===== config.mk =====
export PLATFORM = sky130hd
export DESIGN_NAME = mips_regfile
export DESIGN_NICKNAME = d
export VERILOG_FILES = /design/src/rtl/mips_pkg.sv /design/src/rtl/mips_regfile.sv
export SDC_FILE = /design/constraint.sdc
export NUM_CORES = 2
export LEC_CHECK = 0
export CAP_MARGIN = 20
export CORE_MARGIN = 2
export CORE_UTILIZATION = 66
export CTS_CLUSTER_DIAMETER = 120
export DETAILED_ROUTE_END_ITERATION = 10
export PLACE_DENSITY = 0.81
export SETUP_SLACK_MARGIN = 0.2
export SLEW_MARGIN = 15
export SYNTH_ARGS = -nofsm -noshare
export SYNTH_HDL_FRONTEND = slang
export SYNTH_SLANG_ARGS = --single-unit
export TNS_END_PERCENT = 30

===== constraint.sdc =====
create_clock -name clk -period 5.9 [get_ports clk]
set_input_delay 1.18 -clock clk [delete_from_list [all_inputs] [get_ports clk]]
set_output_delay 1.18 -clock clk [all_outputs]
set_load 0.05 [all_outputs]

===== src/rtl/mips_pkg.sv =====
// Shared MIPS constants: register indices and datapath widths.
// Imported by the register file, control unit and destination select.
package mips_pkg;

  localparam int MIPS_DATA_W = 32;
  localparam int MIPS_ADDR_W = 5;

  localparam logic [31:0] MIPS_SP_INIT = 32'h0000_0FFC;

  localparam int REG_ZERO = 0;
  localparam int REG_SP   = 29;
  localparam int REG_RA   = 31;

endpackage


===== src/rtl/mips_regfile.sv =====
// MIPS general-purpose register file: 2 async reads, 1 sync write.
// Ports: clk, rst (sync, active-high); rs/rt read ports; wr_* write
// port; dbg_addr/dbg_data debug read; wr_count saturating write count.
module mips_regfile
  import mips_pkg::*;
#(
  parameter int                DATA_W  = MIPS_DATA_W,
  parameter int                ADDR_W  = MIPS_ADDR_W,
  parameter logic [DATA_W-1:0] SP_INIT = MIPS_SP_INIT
) (
  input  logic              clk,
  input  logic              rst,
  input  logic [ADDR_W-1:0] rs_addr,
  input  logic [ADDR_W-1:0] rt_addr,
  output logic [DATA_W-1:0] rs_data,
  output logic [DATA_W-1:0] rt_data,
  input  logic              wr_en,
  input  logic [ADDR_W-1:0] wr_addr,
  input  logic [DATA_W-1:0] wr_data,
  input  logic [ADDR_W-1:0] dbg_addr,
  output logic [DATA_W-1:0] dbg_data,
  output logic [15:0]       wr_count
);

  localparam int NREG = 1 << ADDR_W;

  localparam logic [ADDR_W-1:0] ZERO_IDX = ADDR_W'(REG_ZERO);

  logic [DATA_W-1:0] regs [NREG];
  logic              wr_fire;

  // Writes to $zero are dropped and do not count.
  assign wr_fire = wr_en && (wr_addr != ZERO_IDX);

  // Cell 0 is never written; index 0 is forced to zero on every port
  // so the read never depends on its contents.
  assign rs_data  = (rs_addr == ZERO_IDX) ? '0 : regs[rs_addr];
  assign rt_data  = (rt_addr == ZERO_IDX) ? '0 : regs[rt_addr];
  assign dbg_data = (dbg_addr == ZERO_IDX) ? '0 : regs[dbg_addr];

  // No write-to-read bypass: rs_data feeds back into wr_data through
  // the ALU in a single-cycle core, so a bypass would close a loop.
  always_ff @(posedge clk) begin
    if (rst) begin
      for (int i = 1; i < NREG; i++) begin
        regs[i] <= (i == REG_SP) ? SP_INIT : '0;
      end
    end else if (wr_fire) begin
      regs[wr_addr] <= wr_data;
    end
  end

  always_ff @(posedge clk) begin
    if (rst) begin
      wr_count <= '0;
    end else if (wr_fire && (wr_count != 16'hFFFF)) begin
      wr_count <= wr_count + 16'd1;
    end
  end

endmodule


==> impl_metrics.json <==
{
  "tritoncts": "done",
  "setup_tns_ns": 0,
  "synthDistinctLibCells": 55,
  "cts_buffers": 108,
  "portBuffers": 166,
  "worstHoldPathType": "flip-flop to flip-flop",
  "hold_violations": 0,
  "drive_gt1_frac": 0.338,
  "setup.worst_path.start_class": "input pin",
  "grt_pass1_wl_um": 309000,
  "setup_violations": 0,
  "path_class": "input pin to output pin",
  "wl_per_cell_um": 38.5,
  "cts_resized": 0,
  "drc": 0,
  "p_leak_nw": 24.4,
  "grt_pass1_vias": 43900,
  "clock_latency_ns": 0.71,
  "crit_family": "compound AO/OA/AOI/OAI gates",
  "core_um2": 95300,
  "rsz0062_at_grt": "no",
  "synth_edf_count": 1024,
  "clkTransAtPathRegs_ns": 0.06,
  "grt_antenna_before_repair": 16,
  "hold-worst-slack_ns": 0.555,
  "finalCritPeriodShare": 0.957,
  "gr-usage-all-layers": 0.445,
  "viasPerCell": 7.91,
  "outcome": "complete, no violations",
  "area_growth_pct": 11.9,
  "clockRootBuffer": "clkbuf_16",
  "drt_wl_total_um": 218000,
  "netlist_top_cells_count": "1024 x edfxtp_1, 984 x and2_1, 768 x mux4_2",
  "cts_max_level": 3,
  "synth-main-ff-cell": "edfxtp_1",
  "die_area_um2": 99100,
  "cts_hold_buf": 0,
  "antenna_left": 0,
  "crit_cells": 9,
  "avgSynthCellArea_um2": 15.1,
  "initial_core_util": 0.669,
  "fin_crit_ns": 5.65,
  "cap_violations": 0,
  "synth-async-reset-ratio": 0,
  "crit_chain": "buf_8 -> buf_4 -> mux4_2 -> mux2i_1 -> nor2_1 -> a221oi_1 -> a2111oi_0 -> buf_4 -> buf_12",
  "chipHeight_um": 315,
  "yosysTopAreaCell": "edfxtp_1",
  "r2r_slack_ns": 3.89,
  "max_freq_mhz": 177,
  "peakVddDrop_uv": 231,
  "worstReg2RegEnd": "wr_count[12]",
  "first_pass_iters": 8,
  "synth_top_area_share": 0.483,
  "ios": 167,
  "cp_max_fo": 46,
  "setup.worst_path.end_class": "output pin",
  "first_iter_violations": 8538,
  "row_count": 113,
  "timing_max_transition_violations_final": 0,
  "setup.worst_path.end": "dbg_data[18]",
  "yosys_register_bits": 1040,
  "yosys.cell_count.top_type": "edfxtp_1",
  "syn_area_um2": 63700,
  "dr_total_vias": 44800,
  "nets": 4368,
  "die_x_um": 315,
  "grt_overflow": 0,
  "crit_start": "dbg_addr[2]",
  "synth_area_leaders": "edfxtp_1 48%, mux4_2 27%, and2_1 9.7%",
  "place.gp.congestion": 0.978,
  "crit_buf_inv": 4,
  "finalClockSkew_ns": 0.00897,
  "cts_sinks": 1040,
  "worst_r2r_path_depth": 6,
  "max_stage_delay_ns": 1.04,
  "slew_headroom": 0.105,
  "synth_seq_area_share": 0.488,
  "netlist_instances": 4226,
  "worst_slew_pin_slew_ns": 1.34,
  "dp_hpwl_um": 138000,
  "slowest_stage": "a221oi_1",
  "n_fill_cell": 5643,
  "grt_max_degree": 65,
  "synth_warnings": 0,
  "cts_buffer_depth": 3,
  "required_ns": 4.72,
  "regToRegStartpoint": "wr_count[0]",
  "power_density_nw_per_um2": 273,
  "cts_setup_buffers": 0,
  "worstPathArrival_ns": 4.47,
  "crit_top_cell": "buf_4"
}
[state kept, by name, indices dropped and copies added (netlist names)]
signal,count
regs,1024
wr_count,16
[metrics by stage]
step	setup slack (ns)	std cells	cell area, µm²	power (mW)	util
floorplan	0.149	4257	63800	11.1	-
global placement	0.564	5446	67400	12.5	0.708
detailed placement	0.637	5450	67500	12.5	0.708
CTS	0.592	5647	70900	19.2	0.744
global route	0.391	5664	71300	19.8	0.748
finish	0.252	5671	71300	19.4	0.748
[tightest hold or removal path, delay by kind of cell, from the launching register on]
kind | cells | cell delay [ns]
flip-flops | 1 | 0.36
AO/OA/AOI/OAI | 2 | 0.15
[where the power goes]
part	total [mW]	internal (mW)	switching (mW)
Sequential	8.85	8.53	0.317
Combinational	3.74	1.59	2.15
Clock	6.84	3.86	2.98
[metal layers]
metal	wire length, µm	vias to the layer above	global-route usage
met5	69	-	0
met4	17400	10	0.281
met3	36800	980	0.150
met2	95900	4865	0.647
met1	67900	22100	0.584
li1	-	16900	-
[cells in the final DEF (no fill, tap or decap), drive strengths merged, types with 2 or more instances in the layout]
cell type / instances
nor4: 4
a31o: 2
nor3b: 2
clkbuf: 136
nor2b: 42
clkdlybuf4s50: 58
xnor2: 10
conb: 32
or2: 35
diode: 7
and2: 985
mux2: 101
nand2b: 5
nor3: 2
nand2: 35
clkinv: 47
clkinvlp: 3
or3b: 2
a211oi: 38
a221oi: 70
a2111oi: 25
and3: 3
nand3: 7
a21oi: 147
a22oi: 26
inv: 5
mux4: 768
nor2: 121
dfxtp: 16
mux2i: 155
or3: 12
edfxtp: 1024
bufinv: 10
a31oi: 17
buf: 363
o21ai: 75
nand4: 2
nand3b: 6
[cell type report]
| class | count | area [µm²] | area share |
|---|---|---|---|
| Antenna cell | 7 | 17.5 | 0.000246 |
| Clock buffer | 135 | 2870 | 0.0402 |
| Clock inverter | 62 | 578 | 0.00811 |
| Inverter | 3 | 11.3 | 0.000158 |
| Multi-Input combinational cell | 2737 | 30700 | 0.431 |
| Sequential cell | 1040 | 31100 | 0.436 |
| Tap cell | 1265 | 1580 | 0.0222 |
| Timing Repair Buffer | 422 | 4460 | 0.0626 |
[cells by family (layout without fill, tap and decap cells)]
logic type | count (synthesis) | count (layout) | share of synthesized area
AND/OR/NAND/NOR | 1264 | 1264 | 0.118
flip-flops | 1040 | 1040 | 0.488
multiplexers | 1024 | 1024 | 0.314
buffers and inverters | 480 | 622 | 0.0364
AO/OA/AOI/OAI | 405 | 405 | 0.0423
XOR/XNOR | 11 | 11 | 0.00151
adder cells (fa/ha/maj) | 1 | 1 | 0.000196
other | 1 | 39 | 0.0000588
[how the worst min path moves through the flow]
stage                             from           end  slack (ns)  cells after the start
final                     wr_count[10]  wr_count[10]        0.56                      2
after floorplan           wr_count[10]  wr_count[10]        0.74                      2
after global placement     wr_count[4]   wr_count[4]        0.53                      2
after detailed placement  wr_count[10]  wr_count[10]        0.54                      2
after global routing      wr_count[10]  wr_count[10]        0.60                      2
after CTS                 wr_count[10]  wr_count[10]        0.56                      2
No activity file was read; power rests on OpenSTA's default activity.
